<file path="src/rtl/smooth_pkg.sv">
// Shared definitions for the smoothing datapath: state/mode encodings,
// parameter limits and the tap-count clamp used when a run is latched.
package smooth_pkg;

    localparam int unsigned NTAPS_MIN = 2;
    localparam int unsigned NTAPS_MAX = 16;
    localparam int unsigned NCH_MIN   = 1;
    localparam int unsigned NCH_MAX   = 8;

    typedef enum logic [1:0] {
        ST_IDLE = 2'd0,
        ST_LOAD = 2'd1,
        ST_MAC  = 2'd2,
        ST_OUT  = 2'd3
    } state_e;

    typedef enum logic [1:0] {
        MODE_BYPASS = 2'd0,
        MODE_RAW    = 2'd1,
        MODE_SMOOTH = 2'd2
    } mode_e;

    // Zero taps still performs one MAC; anything beyond the buffer depth saturates.
    function automatic int unsigned clamp_taps(input int unsigned cfg, input int unsigned ntaps);
        if (cfg == 0) return 1;
        if (cfg > ntaps) return ntaps;
        return cfg;
    endfunction

endpackage

</file>
<file path="src/rtl/smooth_mac_sequencer_if.sv">
// Control bus between the sample-ready source and the MAC sequencer.
interface smooth_mac_sequencer_if #(
    parameter int unsigned NTAPS = 4,
    parameter int unsigned NCH   = 2,
    parameter int unsigned TAP_W = $clog2(NTAPS),
    parameter int unsigned CH_W  = (NCH > 1) ? $clog2(NCH) : 1
);
    logic             ready;
    logic             stage1;
    logic             smooth;
    logic [TAP_W:0]   taps_cfg;
    logic             busy;
    logic             acc_clr;
    logic             mac_en;
    logic [TAP_W-1:0] tap_addr;
    logic [TAP_W-1:0] factor_sel;
    logic [CH_W-1:0]  ch_sel;
    logic             out_en;
    logic             overrun;

    modport master (
        output ready, stage1, smooth, taps_cfg,
        input  busy, acc_clr, mac_en, tap_addr, factor_sel, ch_sel, out_en, overrun
    );

    modport slave (
        input  ready, stage1, smooth, taps_cfg,
        output busy, acc_clr, mac_en, tap_addr, factor_sel, ch_sel, out_en, overrun
    );

endinterface

</file>
<file path="src/rtl/smooth_tap_counter.sv">
// Loadable up/down tap counter with a terminal-count compare against tc_val.
module smooth_tap_counter #(
    parameter int unsigned W = 2
) (
    input  logic         clk,
    input  logic         rst_n,
    input  logic         load,
    input  logic         en,
    input  logic         up,
    input  logic [W-1:0] load_val,
    input  logic [W-1:0] tc_val,
    output logic [W-1:0] cnt,
    output logic         tc
);

    logic [W-1:0] cnt_q, cnt_d;

    always_comb begin
        cnt_d = cnt_q;
        if (load) begin
            cnt_d = load_val;
        end else if (en) begin
            cnt_d = up ? cnt_q + W'(1) : cnt_q - W'(1);
        end
    end

    always_ff @(posedge clk or negedge rst_n) begin
        if (!rst_n) cnt_q <= '0;
        else        cnt_q <= cnt_d;
    end

    assign cnt = cnt_q;
    assign tc  = (cnt_q == tc_val);

endmodule

</file>
<file path="src/rtl/smooth_mac_sequencer.sv">
// Per-run sequencer: walks every channel through LOAD / MAC taps / OUT and
// drives the shared MAC datapath controls from registered state decodes.
module smooth_mac_sequencer
    import smooth_pkg::*;
#(
    parameter int unsigned NTAPS = 4,
    parameter int unsigned NCH   = 2
) (
    input logic                   sys_clk,
    input logic                   reset_n,
    smooth_mac_sequencer_if.slave bus
);

    localparam int unsigned TAP_W  = $clog2(NTAPS);
    localparam int unsigned TAPC_W = TAP_W + 1;
    localparam int unsigned CH_W   = (NCH > 1) ? $clog2(NCH) : 1;

    state_e             state_q, state_d;
    mode_e              mode_q, mode_d;
    logic [TAPC_W-1:0]  taps_q, taps_d;
    logic [CH_W-1:0]    ch_q, ch_d;
    logic               busy_q, busy_d;
    logic               acc_clr_q, acc_clr_d;
    logic               mac_en_q, mac_en_d;
    logic               out_en_q, out_en_d;
    logic               overrun_q, overrun_d;

    logic [TAP_W-1:0]   tap_cnt;
    logic               tap_tc;
    logic               tap_load;

    // The counter only advances between consecutive MAC cycles, so it reads
    // 0 on MAC entry and everywhere outside the MAC phase.
    assign tap_load = !((state_q == ST_MAC) && (state_d == ST_MAC));

    smooth_tap_counter #(.W(TAP_W)) u_tap_cnt (
        .clk      (sys_clk),
        .rst_n    (reset_n),
        .load     (tap_load),
        .en       (1'b1),
        .up       (1'b1),
        .load_val ('0),
        .tc_val   (TAP_W'(taps_q - TAPC_W'(1))),
        .cnt      (tap_cnt),
        .tc       (tap_tc)
    );

    always_comb begin
        state_d = state_q;
        mode_d  = mode_q;
        taps_d  = taps_q;
        ch_d    = ch_q;
        case (state_q)
            ST_IDLE: begin
                if (bus.ready) begin
                    mode_d  = bus.stage1 ? MODE_BYPASS : (bus.smooth ? MODE_SMOOTH : MODE_RAW);
                    taps_d  = TAPC_W'(clamp_taps(32'(bus.taps_cfg), NTAPS));
                    ch_d    = '0;
                    state_d = bus.stage1 ? ST_OUT : ST_LOAD;
                end
            end
            ST_LOAD: state_d = (mode_q == MODE_SMOOTH) ? ST_MAC : ST_OUT;
            ST_MAC: begin
                if (tap_tc) state_d = ST_OUT;
            end
            ST_OUT: begin
                if (ch_q != CH_W'(NCH - 1)) begin
                    ch_d    = ch_q + CH_W'(1);
                    state_d = (mode_q == MODE_BYPASS) ? ST_OUT : ST_LOAD;
                end else begin
                    ch_d    = '0;
                    state_d = ST_IDLE;
                end
            end
            default: state_d = ST_IDLE;
        endcase

        busy_d    = (state_d != ST_IDLE);
        acc_clr_d = (state_d == ST_LOAD);
        mac_en_d  = (state_d == ST_MAC);
        out_en_d  = (state_d == ST_OUT);
        overrun_d = bus.ready && (state_q != ST_IDLE);
    end

    always_ff @(posedge sys_clk or negedge reset_n) begin
        if (!reset_n) begin
            state_q   <= ST_IDLE;
            mode_q    <= MODE_BYPASS;
            taps_q    <= '0;
            ch_q      <= '0;
            busy_q    <= 1'b0;
            acc_clr_q <= 1'b0;
            mac_en_q  <= 1'b0;
            out_en_q  <= 1'b0;
            overrun_q <= 1'b0;
        end else begin
            state_q   <= state_d;
            mode_q    <= mode_d;
            taps_q    <= taps_d;
            ch_q      <= ch_d;
            busy_q    <= busy_d;
            acc_clr_q <= acc_clr_d;
            mac_en_q  <= mac_en_d;
            out_en_q  <= out_en_d;
            overrun_q <= overrun_d;
        end
    end

    assign bus.busy       = busy_q;
    assign bus.acc_clr    = acc_clr_q;
    assign bus.mac_en     = mac_en_q;
    assign bus.out_en     = out_en_q;
    assign bus.overrun    = overrun_q;
    assign bus.tap_addr   = tap_cnt;
    assign bus.factor_sel = tap_cnt;
    assign bus.ch_sel     = ch_q;

endmodule

</file>
<file path="src/flat_wrapper.sv">
// flat-port wrapper written by rule: the top's interface ports become plain ports
module smooth_mac_sequencer_flat import smooth_pkg::*;
#(
    parameter int unsigned NTAPS = 4,
    parameter int unsigned NCH   = 2
)
  (sys_clk, reset_n, bus_ready, bus_stage1, bus_smooth, bus_taps_cfg, bus_busy, bus_acc_clr, bus_mac_en, bus_tap_addr, bus_factor_sel, bus_ch_sel, bus_out_en, bus_overrun);
  smooth_mac_sequencer_if #(.NTAPS(NTAPS), .NCH(NCH)) bus_i ();
  input logic sys_clk;
  input logic reset_n;
  input wire logic [$bits(bus_i.ready)-1:0] bus_ready;
  input wire logic [$bits(bus_i.stage1)-1:0] bus_stage1;
  input wire logic [$bits(bus_i.smooth)-1:0] bus_smooth;
  input wire logic [$bits(bus_i.taps_cfg)-1:0] bus_taps_cfg;
  output wire logic [$bits(bus_i.busy)-1:0] bus_busy;
  output wire logic [$bits(bus_i.acc_clr)-1:0] bus_acc_clr;
  output wire logic [$bits(bus_i.mac_en)-1:0] bus_mac_en;
  output wire logic [$bits(bus_i.tap_addr)-1:0] bus_tap_addr;
  output wire logic [$bits(bus_i.factor_sel)-1:0] bus_factor_sel;
  output wire logic [$bits(bus_i.ch_sel)-1:0] bus_ch_sel;
  output wire logic [$bits(bus_i.out_en)-1:0] bus_out_en;
  output wire logic [$bits(bus_i.overrun)-1:0] bus_overrun;
  assign bus_i.ready = bus_ready;
  assign bus_i.stage1 = bus_stage1;
  assign bus_i.smooth = bus_smooth;
  assign bus_i.taps_cfg = bus_taps_cfg;
  assign bus_busy = bus_i.busy;
  assign bus_acc_clr = bus_i.acc_clr;
  assign bus_mac_en = bus_i.mac_en;
  assign bus_tap_addr = bus_i.tap_addr;
  assign bus_factor_sel = bus_i.factor_sel;
  assign bus_ch_sel = bus_i.ch_sel;
  assign bus_out_en = bus_i.out_en;
  assign bus_overrun = bus_i.overrun;
  smooth_mac_sequencer #(.NTAPS(NTAPS), .NCH(NCH)) u_core (.sys_clk(sys_clk), .reset_n(reset_n), .bus(bus_i));
endmodule
</file>
<file path="config.mk">
export PLATFORM = sky130hd
export DESIGN_NAME = smooth_mac_sequencer_flat
export DESIGN_NICKNAME = d
export VERILOG_FILES = /design/src/rtl/smooth_pkg.sv /design/src/rtl/smooth_mac_sequencer_if.sv /design/src/rtl/smooth_tap_counter.sv /design/src/rtl/smooth_mac_sequencer.sv /design/src/flat_wrapper.sv
export SDC_FILE = /design/constraint.sdc
export NUM_CORES = 1
export LEC_CHECK = 0
export ABC_CLOCK_PERIOD_IN_PS = 2090
export BUFFER_PORTS_ARGS = -buffer_cell sky130_fd_sc_hd__buf_2
export CORE_AREA = 3 3 40 42
export CTS_BUF_LIST = sky130_fd_sc_hd__clkbuf_4 sky130_fd_sc_hd__clkbuf_8 sky130_fd_sc_hd__clkbuf_16
export CTS_CLUSTER_SIZE = 40
export DETAILED_ROUTE_END_ITERATION = 8
export DIE_AREA = 0 0 43 45
export PLACE_DENSITY = 0.79
export SLEW_MARGIN = 15
export SYNTH_ARGS = -nofsm -noshare
export SYNTH_HDL_FRONTEND = slang
export SYNTH_SLANG_ARGS = --single-unit
</file>
<file path="constraint.sdc">
create_clock -name sys_clk -period 2.09 [get_ports sys_clk]
set_input_delay 0.418 -clock sys_clk [delete_from_list [all_inputs] [get_ports sys_clk]]
set_output_delay 0.418 -clock sys_clk [all_outputs]
set_load 0.05 [all_outputs]
</file>
## Word level (Yosys, flattened, before mapping)

Index checks and enable logic that the tools add are counted.

| storage, ports and cells | value |
|---|---|
| logic and storage cells | 57 |
| register bits | 14 |
| output and inout bits | 10 |

| operators by class | value |
|---|---|
| mux-type cells | 24 |
| add/sub/neg operators | 3 |
| reduce and logical (&&, ||, !) cells | 10 |
| equal/unequal tests | 9 |
| order comparisons | 1 |

Operator list:

| kind | number |
|---|---|
| 2-bit 2-to-1 mux | 10 |
| 1-bit 2-to-1 mux | 12 |
| 2-bit equality test (second input constant) | 5 |
| 2-bit one-hot mux with 4 select lines | 1 |
| 2-bit nonzero test | 3 |
| 2-bit by 1-bit equality test with 1-bit output (second input constant) | 2 |
| 2-bit zero test | 2 |
| 2-bit AND reduction | 2 |
| 3-bit greater-than comparator (second input constant) | 1 |
| 3-bit zero test | 1 |
| 2-bit by 1-bit adder with 2-bit output (second input constant) | 1 |
| 2-bit equality test | 1 |
| 1-bit logical AND | 2 |
| 2-bit != test (second input constant) | 1 |
| 1-bit one-hot mux with 2 select lines | 1 |
| 2-bit by 1-bit subtractor with 2-bit output (second input constant) | 1 |
| 1-bit adder (second input constant) | 1 |

## Longest topological paths before layout

Gate-level depths: netlist of run 1.

| logic depth | value |
|---|---|
| depth in word-level cells | 9 |
| mapped depth | 5 |
| gate-level depth less buffers | 4 |

## Cells and area by module

Synthesis of run 1 repeated with hierarchy kept, for this count alone.

| second synthesis, totals | value |
|---|---|
| cell total of the unflattened synthesis | 75 |
| area total of the unflattened synthesis | 745.7 µm² |

Modules (own cells, without submodules):

| module | times used | area an instance (µm²) | cells each |
|---|---|---|---|
| smooth_mac_sequencer | 1 | 614.3 | 61 |
| smooth_tap_counter | 1 | 131.4 | 14 |

## Worst setup path after synthesis of run 1

No wires, ideal clock.

| timing path | value |
|---|---|
| path type | register to register |
| start point | register u_core.u_tap_cnt.cnt_q[1], in the netlist u_core.u_tap_cnt.cnt[1] |
| end point | register u_core.mac_en_q, in the netlist u_core.bus.mac_en |
| arrival time | 1.464 ns |
| setup slack | 0.525 ns |
| cell stages (with the launch flop) | 4 |
| clock period less this slack | 1.565 ns |
| data required time | 1.989 ns |
| path buffers | 0 |
| cells stage by stage | dfrtp_1 > xnor2_1 > mux2_4 > nor4_1 |

| between the ends | value |
|---|---|
| word-level cells in the longest chain between the ends | 4 |

Ends and longest elaborated chain:

| what | RTL line | text |
|---|---|---|
| start, declared | smooth_tap_counter.sv:16 | `logic [W-1:0] cnt_q, cnt_d;` |
| start signal, assigned | smooth_tap_counter.sv:29 | `else cnt_q <= cnt_d;` |
| 2-bit equality test | smooth_tap_counter.sv:33 | `assign tc = (cnt_q == tc_val);` |
| 2-bit 2-to-1 mux | smooth_mac_sequencer.sv:64 | `if (tap_tc) state_d = ST_OUT;` |
| 2-bit one-hot mux with 4 select lines | smooth_mac_sequencer.sv:53 | `case (state_q)` |
| 2-bit equality test | smooth_mac_sequencer.sv:80 | `mac_en_d = (state_d == ST_MAC);` |
| net u_core.mac_en_d | smooth_mac_sequencer.sv:24 | `logic mac_en_q, mac_en_d;` |
| end signal, assigned | smooth_mac_sequencer.sv:103 | `mac_en_q <= mac_en_d;` |
| end, declared | smooth_mac_sequencer.sv:24 |  |

The timed path passes the listed nets, and every way through them passes these cells.
A chain may end at the register's enable or synchronous reset.

## Worst setup path in the final report of run 1

Same ends and word-level chain as after synthesis.

==> flow_summary.toml, run 1 <==
[sta]
fin_tns_setup_ns = 0
hold_violations = 0
fin_skew_ns = 0.00910
drv_slew = 0
maxSlewHeadroom_pct = 75.1
timing.final.crit_share_pct = 70.8
hold_ws_ns = 0.00728
max_slew.worst_pin.slew_ns = 0.364
layout_min_cycle_time_ns = 1.48
rsz0062_at_grt = "false"
setup_viol = 0
max_freq_mhz = 675

[synthesis]
synth_cells = 62
ys_warn_count = 0
synth_area_leaders = "dfrtp_1 (53%), nand2b_1 (3.8%), buf_4 (3.4%), nor4bb_1 (3.0%), nand2_1 (2.8%)"
ys_seq_area_share_pct = 52.9
synth_top_area_cell = "dfrtp_1"
yosysTopAreaCellShare_pct = 52.9
synth_edf_count = 0
synth.cell_area_sq_um = 662
ys_ff_latch = 14
synthFlopType = "dfrtp_1"
avgSynthCellArea_sq_um = 10.7
async_reset_ff_share_pct = 100
ys_types = 27
syn-num-nets = 70

[setup_path]
critical_path_class = "flop to flop"
r2r-end = "u_core.bus.mac_en$_DFF_PN0_"
r2r_start = "u_core.u_tap_cnt.cnt[1]$_DFF_PN0_"
endpoint = "u_core.bus.mac_en$_DFF_PN0_"
worstPathCellList = "xnor2_1, mux2_4, nor4_1"
startpoint = "u_core.u_tap_cnt.cnt[1]$_DFF_PN0_"
worstPathArrival_ns = 1.66
startpoint_type = "flop"
required_ns = 2.27
endpoint_kind = "flop"
worstRegToRegCells = 3
worst-path-max-fanout = 4
r2r_slack_ns = 0.61
cp_slowest_stage_delay_ns = 0.43
critical-path-slowest-cell = "dfrtp_1"

[placed_design]
io_buffers = 17
place_congestion = 0.717
dpl.hpwl_um = 952

[final_layout]
layout_commonest_cell = "buf_2"
final_core_util_pct = 59.9
drive_gt1_share_pct = 28.2
mostFrequentLayoutCells = "buf_2 (17), dfrtp_1 (14), nand2_1 (5)"
area_growth_pct = 16.3
n_antenna_cell = 0
finalNetCount = 87

[detailed_routing]
drc_errors = 0
routedWlPerCell_um = 13.6
antenna_left = 0
drt-initial-drc-count = 4
via_count = 513
firstDrtPassIters = 2
routed_via_density = 5.52
wl_mm = 1.27

[clocking]
cts-root-buf = "clkbuf_4"
h-tree-depth = 1
cts_made_buffers = 3
holdBufCountCts = 0
cts_max_path_buffers = 2
worstSkewPairLatency_ns = 0.29
clock-sinks = 14
cts_setup_buffers = 0
cts_tree = "built"
cts-resized-gates = 0
clkTransAtPathRegs_ns = 0.09

[power]
power_w = 0.00138
switching_power_w = 0.000671
swShare_pct = 48.5
pwr-share-seq_pct = 36.4
intPower_w = 0.000713
powerDensity_nw_per_um2 = 1800
power_frac_comb_pct = 49.5
p_leak_nw = 0.371
vdd_drop_max_v = 0.000695
clkPwrFrac_pct = 14.1

[global_routing]
grt_pass1_vias = 495
grt_start_max_net_pins = 15
grt_first_pass_wirelength_mm = 2.12
gr-total-overflow = 0
grt_use_total_pct = 15.3
antenna_found_initial = 0

[flow_run]
drv_cap = 0

[floorplan]
dieArea_sq_um = 1940
coreArea_sq_um = 1280
initial_core_util_pct = 51.5
dieHeight_um = 45
fp-row-count = 13
die_w_um = 43
ios = 18

[worst_hold_path]
min_path_type = "primary input to async pin"

[outcome]
status = "finished, final reports clean"
==> registers in the layout (all words and copies together), names as in the netlist <==
name	flops
u_core.bus.acc_clr	1
u_core.bus.busy	1
u_core.bus.ch_sel	1
u_core.bus.mac_en	1
u_core.bus.out_en	1
u_core.bus.overrun	1
u_core.mode_q	2
u_core.state_q	2
u_core.taps_q	2
u_core.u_tap_cnt.cnt	2
==> cells by family after synthesis <==
| group | count (synthesis) | synth area share (%) |
|---|---|---|
| flip-flops | 14 | 52.9 |
| AO/OA/AOI/OAI | 14 | 14.2 |
| buffers and inverters | 7 | 6.05 |
| multiplexers | 2 | 3.78 |
| AND/OR/NAND/NOR | 23 | 20.4 |
| XOR/XNOR | 2 | 2.65 |
==> critical path, delay by kind of cell, from the launching register on <==
family,cells,cell delay [ns]
XOR/XNOR,1,0.34
flip-flops,1,0.43
multiplexers,1,0.34
AND/OR/NAND/NOR,1,0.27
==> cells in the mapped netlist, types with 3 or more instances <==
cell type / instances
nand2b_1: 4
nand2_1: 5
dfrtp_1: 14
buf_4: 3
==> metal layers <==
metal	track usage (%)	share of wire [%]	wire length (um)
met4	9.04	1.3	17
met1	17.5	43	547
met5	0	0	0
met2	25.4	49	623
met3	4.78	6.2	79
==> area by class of cell <==
class | instances | area [sq um]
clock buffers | 4 | 36.3
fillers | 127 | 515
inverters | 2 | 7.51
well taps | 15 | 18.8
flip-flops and latches | 14 | 350
repair buffers | 17 | 85.1
multi-input cells | 41 | 272
==> worst min-delay path by stage <==
| stage | slack, ns | startpoint | endpoint |
|---|---|---|---|
| 2_1_floorplan | 0.12 | reset_n | u_core.bus.acc_clr$_DFF_PN0_ |
| 3_3_place_gp | 0.32 | reset_n | u_core.u_tap_cnt.cnt[1]$_DFF_PN0_ |
| 3_5_place_dp | 0.33 | reset_n | u_core.u_tap_cnt.cnt[1]$_DFF_PN0_ |
| 4_1_cts | 0.02 | reset_n | u_core.u_tap_cnt.cnt[1]$_DFF_PN0_ |
| 5_1_grt | 0.03 | reset_n | u_core.u_tap_cnt.cnt[1]$_DFF_PN0_ |
| 6_report | 0.007 | reset_n | u_core.u_tap_cnt.cnt[1]$_DFF_PN0_ |
==> metrics by stage <==
| step | area, sq um | cells | setup WS (ns) |
|---|---|---|---|
| global placement | 733 | 89 | 0.696 |
| CTS | 769 | 93 | 0.602 |
| finish | 769 | 93 | 0.609 |
| floorplan | 662 | 62 | 0.525 |
| detailed placement | 733 | 89 | 0.627 |
| global route | 769 | 93 | 0.512 |
==> power groups by stage <==
stage                     clock network, W  logic (W)  registers, W
after global routing              0.000214   0.000739      0.000524
final                             0.000195   0.000685      0.000504
after CTS                         0.000199   0.000690      0.000504
after global placement                   0   0.000664      0.000503
after detailed placement                 0   0.000686      0.000512
after floorplan                          0   0.000393      0.000673
No activity file was read; power rests on OpenSTA's default activity.
==> run 2, diff against run 1 <==
--- a/config.mk
+++ b/config.mk
@@ -5,14 +5,14 @@
 export SDC_FILE = /design/constraint.sdc
 export NUM_CORES = 1
 export LEC_CHECK = 0
-export ABC_CLOCK_PERIOD_IN_PS = 2090
+export ABC_CLOCK_PERIOD_IN_PS = 1400
 export BUFFER_PORTS_ARGS = -buffer_cell sky130_fd_sc_hd__buf_2
-export CORE_AREA = 3 3 40 42
+export CORE_MARGIN = 3
+export CORE_UTILIZATION = 48
 export CTS_BUF_LIST = sky130_fd_sc_hd__clkbuf_4 sky130_fd_sc_hd__clkbuf_8 sky130_fd_sc_hd__clkbuf_16
 export CTS_CLUSTER_SIZE = 40
 export DETAILED_ROUTE_END_ITERATION = 8
-export DIE_AREA = 0 0 43 45
-export PLACE_DENSITY = 0.79
+export PLACE_DENSITY = 0.77
 export SLEW_MARGIN = 15
 export SYNTH_ARGS = -nofsm -noshare
 export SYNTH_HDL_FRONTEND = slang
==> constraint.sdc (replaced) <==
create_clock -name sys_clk -period 1.4 [get_ports sys_clk]
set_input_delay 0.28 -clock sys_clk [delete_from_list [all_inputs] [get_ports sys_clk]]
set_output_delay 0.28 -clock sys_clk [all_outputs]
set_load 0.05 [all_outputs]
==> run 2 against run 1 <==
Net effect: die area down 3.8%; register-to-register slack got worse by 0.56 ns; utilization increased by 9.3 points; clock skew decreased by 0.00066 ns; setup slack worse by 0.56 ns; sequential power grew 48%; critical endpoint is now u_core.u_tap_cnt.cnt[1]$_DFF_PN0_.
==> flow_summary.toml, run 2 (synthesized netlist as in run 1, its figures left out) <==
[clocking]
h-tree-depth = 1
cts_made_buffers = 3
cts_max_path_buffers = 2
cts-root-buf = "clkbuf_4"
cts_tree = "built"
clkTransAtPathRegs_ns = 0.08
worstSkewPairLatency_ns = 0.27
clock-sinks = 14

[flow_run]
drv_cap = 0

[placed_design]
place_inst = 90
post-place-ws_ns = 0.0647
dpl.hpwl_um = 933
place_congestion = 0.749
io_buffers = 17

[sta]
fin_tns_setup_ns = 0
maxSlewHeadroom_pct = 74.8
setup_viol = 0
fin_skew_ns = 0.00844
max_slew.worst_pin.slew_ns = 0.368
hold_violations = 0
layout_min_cycle_time_ns = 1.35
rsz0062_at_grt = "true"
drv_slew = 0
finalWorstSetupSlack_ns = 0.0491
max_freq_mhz = 740
timing.final.crit_share_pct = 96.5

[setup_path]
startpoint_type = "flop"
crit_cells = 3
startpoint = "u_core.u_tap_cnt.cnt[1]$_DFF_PN0_"
r2r_slack_ns = 0.05
critical-path-slowest-cell = "dfrtp_2"
endpoint_kind = "flop"
worst_path_dominant_cell_family = "flip-flops"
cp_slowest_stage_delay_ns = 0.47
required_ns = 1.57
critical_path_class = "flop to flop"
worstPathArrival_ns = 1.52
r2r_start = "u_core.u_tap_cnt.cnt[1]$_DFF_PN0_"
critPathBufInv = 0
worstRegToRegCells = 3
worstPathCellList = "xnor2_4, mux2_4, nor4_1"
endpoint = "u_core.u_tap_cnt.cnt[1]$_DFF_PN0_"
r2r-end = "u_core.u_tap_cnt.cnt[1]$_DFF_PN0_"
worst-path-max-fanout = 4

[detailed_routing]
drt-initial-drc-count = 9
routed_via_density = 5.71
drc_errors = 0
routedWlPerCell_um = 13.3
wl_mm = 1.26
firstDrtPassIters = 4
via_count = 542
antenna_left = 0

[global_routing]
grt_pass1_vias = 523
grt_start_max_net_pins = 15
gr-total-overflow = 0
antenna_found_initial = 0
grt_use_total_pct = 14.8
grt_first_pass_wirelength_mm = 2.15

[final_layout]
n_antenna_cell = 0
layout_commonest_cell = "buf_2"
mostFrequentLayoutCells = "buf_2 (17), dfrtp_1 (11), nand2b_1 (4), nand2_1 (4), clkbuf_4 (4)"
final_cell_count_no_fill = 95
fillers = 100
finalNetCount = 90
drive_gt1_share_pct = 40.7
area_growth_pct = 25.5

[floorplan]
ios = 18
dieHeight_um = 43.1
coreArea_sq_um = 1200
dieArea_sq_um = 1860
die_w_um = 43.1
initial_core_util_pct = 55.1
fp-row-count = 12

[power]
vdd_drop_max_v = 0.00138
power_w = 0.00217
p_leak_nw = 0.380
powerDensity_nw_per_um2 = 2610

[outcome]
status = "finished, final reports clean"

[worst_hold_path]
min_path_cells = 2
min_path_type = "primary input to flop"
==> run 2: where the power goes <==
part / total (W) / switching [W] / leakage [nW] / internal, W
logic: 0.00117 / 0.000746 / 0.193 / 0.000424
clock network: 0.000247 / 0.000118 / 0.0184 / 0.000130
registers: 0.000748 / 0.000158 / 0.169 / 0.000589
total: 0.00217 / 0.00102 / 0.380 / 0.00114
==> run 2: worst reg2reg max path, cell delays in order, from the launching register on <==
cell and delay [ns]:
dfrtp_2 0.47, xnor2_4 0.20, mux2_4 0.33, nor4_1 0.25
==> run 2: worst min path at each step <==
stage	startpoint	to	slack, ns
4_1_cts	bus_taps_cfg[2]	u_core.taps_q[0]$_DFFE_PN0P_	0.18
3_3_place_gp	reset_n	u_core.bus.mac_en$_DFF_PN0_	0.19
2_1_floorplan	reset_n	u_core.bus.acc_clr$_DFF_PN0_	-0.02
3_5_place_dp	reset_n	u_core.bus.mac_en$_DFF_PN0_	0.19
6_report	bus_taps_cfg[2]	u_core.taps_q[0]$_DFFE_PN0P_	0.19
5_1_grt	bus_taps_cfg[2]	u_core.taps_q[0]$_DFFE_PN0P_	0.19
==> run 2: routing by layer <==
metal  part of all wire [%]  GRT usage [%]  vias to the layer above
met1                     45           19.3                      264
met2                     48           24.8                       17
met4                      0           1.81                        0
met5                      0              0                        -
li1                       -              -                      261
met3                    6.3           4.24                        0
==> run 2: stage by stage <==
step,util (%),hold slack [ns],cell area (sq um)
after floorplan,-,-0.0156,672
after global placement,63.0,0.187,757
after detailed placement,63.0,0.189,757
after CTS,66.4,0.182,797
after global routing,69.2,0.187,831
final,69.2,0.185,831
==> run 2: layout make-up <==
class,instances,area [sq um],share of cell area [%]
inverter,2,7.51,0.904
clock buffer,4,30.0,3.61
timing repair buffer,20,110,13.3
tap,14,17.5,2.11
multi-input combinational,41,312,37.5
sequential,14,354,42.6
==> run 2: timing repair <==
| item | CTS | global route |
|---|---|---|
| endpoints found under the hold margin | 14 | 0 |
| setup endpoints to repair | 0 | 7 |
| resized for setup | 0 | 7 |
| hold buffers | 1 | 0 |
| setup buffers | 0 | 0 |
==> run 3, diff against run 2 <==
--- a/config.mk
+++ b/config.mk
@@ -7,8 +7,11 @@
 export LEC_CHECK = 0
 export ABC_CLOCK_PERIOD_IN_PS = 1400
 export BUFFER_PORTS_ARGS = -buffer_cell sky130_fd_sc_hd__buf_2
+export CELL_PAD_IN_SITES_DETAIL_PLACEMENT = 1
+export CELL_PAD_IN_SITES_GLOBAL_PLACEMENT = 1
+export CORE_ASPECT_RATIO = 0.75
 export CORE_MARGIN = 3
-export CORE_UTILIZATION = 48
+export CORE_UTILIZATION = 37
 export CTS_BUF_LIST = sky130_fd_sc_hd__clkbuf_4 sky130_fd_sc_hd__clkbuf_8 sky130_fd_sc_hd__clkbuf_16
 export CTS_CLUSTER_SIZE = 40
 export DETAILED_ROUTE_END_ITERATION = 8
==> run 3 against run 2 <==
Net effect: clock power grew 17%; setup slack got worse by 0.021 ns; largest cell class unchanged; cell area rose by 2.6%.
==> flow_summary.toml, run 3 (synthesized netlist as in run 1, its figures left out) <==
[outcome]
status = "finished, final reports clean"

[detailed_routing]
firstDrtPassIters = 4
routedWlPerCell_um = 15.1
drc_errors = 0
via_count = 538
wl_mm = 1.54
drt-initial-drc-count = 5
routed_via_density = 5.27
antenna_left = 0

[floorplan]
die_w_um = 54.8
dieHeight_um = 42.6
ios = 18
dieArea_sq_um = 2340
fp-row-count = 12
initial_core_util_pct = 42.0
coreArea_sq_um = 1580

[setup_path]
r2r_start = "u_core.u_tap_cnt.cnt[1]$_DFF_PN0_"
r2r_slack_ns = 0.03
endpoint_kind = "flop"
worst-path-max-fanout = 4
startpoint_type = "flop"
worstPathCellList = "xnor2_4, mux2_4, nor4_1"
required_ns = 1.58
worstPathArrival_ns = 1.55
cp_slowest_stage_delay_ns = 0.47
r2r-end = "u_core.u_tap_cnt.cnt[1]$_DFF_PN0_"
critical_path_class = "flop to flop"
critical-path-slowest-cell = "dfrtp_2"
worstRegToRegCells = 3

[placed_design]
place_congestion = 0.749
io_buffers = 17
dpl.hpwl_mm = 1.12

[flow_run]
drv_cap = 0

[power]
power_frac_comb_pct = 53.8
swShare_pct = 47.7
intPower_w = 0.00119
clkPwrFrac_pct = 12.8
power_w = 0.00227
vdd_drop_max_v = 0.00127
switching_power_w = 0.00108
p_leak_nw = 0.385
powerDensity_nw_per_um2 = 2660
pwr-share-seq_pct = 33.5

[sta]
timing.final.crit_share_pct = 98.0
rsz0062_at_grt = "true"
max_freq_mhz = 729
hold_violations = 0
maxSlewHeadroom_pct = 74.2
fin_skew_ns = 0.00475
setup_viol = 0
max_slew.worst_pin.slew_ns = 0.384
layout_min_cycle_time_ns = 1.37
drv_slew = 0

[final_layout]
final_core_util_pct = 54.0
drive_gt1_share_pct = 42.0
layout_commonest_cell = "buf_2"
regArea_sq_um = 354
mostFrequentLayoutCells = "buf_2 (17), dfrtp_1 (11), nand2b_1 (4), nand2_1 (4)"
multi_input_area_sq_um = 318
fillers = 190
n_antenna_cell = 0
area_growth_pct = 28.7
finalNetCount = 90

[worst_hold_path]
min_to = "u_core.taps_q[0]$_DFFE_PN0P_"
min_path_cells = 2
min_path_type = "primary input to flop"
holdCritStartpoint = "bus_taps_cfg[2]"

[clocking]
cts_setup_buffers = 0
cts_max_path_buffers = 2
h-tree-depth = 1
clock-sinks = 14
worstSkewPairLatency_ns = 0.28
cts-root-buf = "clkbuf_4"
clkTransAtPathRegs_ns = 0.09
cts_made_buffers = 3
cts_tree = "built"

[global_routing]
grt_first_pass_wirelength_mm = 2.58
gr-total-overflow = 0
grt_use_total_pct = 16.0
grt_start_max_net_pins = 15
grt_pass1_vias = 527
antenna_found_initial = 0
-- run 3: cell counts in the layout (fill, tap and decap cells not counted) --
Identical to the previous run, type by type.
-- run 3: area by class of cell --
cell class,count,share of cell area (%)
clock buffers,4,4.26
inverters,2,0.881
multi-input cells,41,37.3
flip-flops and latches,14,41.6
well taps,21,3.08
repair buffers,20,12.9
-- run 3: layer usage --
| layer | GRT usage [%] | part of all wire, % | vias to the layer above |
|---|---|---|---|
| li1 | - | - | 259 |
| met1 | 20.7 | 47 | 261 |
| met2 | 22.9 | 47 | 16 |
| met3 | 7.47 | 5.4 | 2 |
| met4 | 5.97 | 0.91 | 0 |
| met5 | 0 | 0 | - |
-- run 3: stage by stage --
step                      setup WS (ns)  hold slack (ns)  instance area [sq um]  instances  TNS [ns]
after floorplan                  0.0278          -0.0156                    672         62         0
after global routing           -0.00877            0.177                    852        102   -0.0174
final                            0.0283            0.191                    852        102         0
after global placement           0.0757            0.187                    766         97         0
after CTS                       0.00347            0.181                    830        102         0
after detailed placement       -0.00488            0.201                    766         97  -0.00488
-- run 3: worst max path at each step --
stage / slack [ns] / cells after the start / from / to
floorplan: 0.03 / 3 / u_core.u_tap_cnt.cnt[1]$_DFF_PN0_ / u_core.u_tap_cnt.cnt[1]$_DFF_PN0_
global placement: 0.08 / 2 / u_core.state_q[0]$_DFF_PN0_ / u_core.taps_q[0]$_DFFE_PN0P_
detailed placement: -0.005 / 3 / u_core.u_tap_cnt.cnt[1]$_DFF_PN0_ / u_core.bus.mac_en$_DFF_PN0_
CTS: 0.003 / 3 / u_core.state_q[0]$_DFF_PN0_ / u_core.bus.out_en$_DFF_PN0_
global route: -0.009 / 3 / u_core.u_tap_cnt.cnt[1]$_DFF_PN0_ / u_core.bus.mac_en$_DFF_PN0_
finish: 0.03 / 3 / u_core.u_tap_cnt.cnt[1]$_DFF_PN0_ / u_core.u_tap_cnt.cnt[1]$_DFF_PN0_
-- run 3: timing repair --
| item | CTS | global route |
|---|---|---|
| pin swaps | 0 | 1 |
| endpoints found under the setup margin | 1 | 6 |
| hold buffers | 1 | 0 |
| gates resized for setup | 2 | 7 |
| hold endpoints to repair | 14 | 0 |
-- run 3: worst max-delay path: cells and delay by family, from the launching register on --
family        cells  cell delay (ns)
mux               1             0.34
flops             1             0.47
xor+xnor          1             0.21
simple gates      1             0.24
-- run 3: power groups by stage --
stage | clock network, W | registers [W] | logic [W]
after floorplan | 0 | 0.00102 | 0.000598
after global placement | 0 | 0.000729 | 0.00109
after detailed placement | 0 | 0.000741 | 0.00113
after CTS | 0.000305 | 0.000748 | 0.00118
after global routing | 0.000333 | 0.000789 | 0.00132
final | 0.000289 | 0.000759 | 0.00122
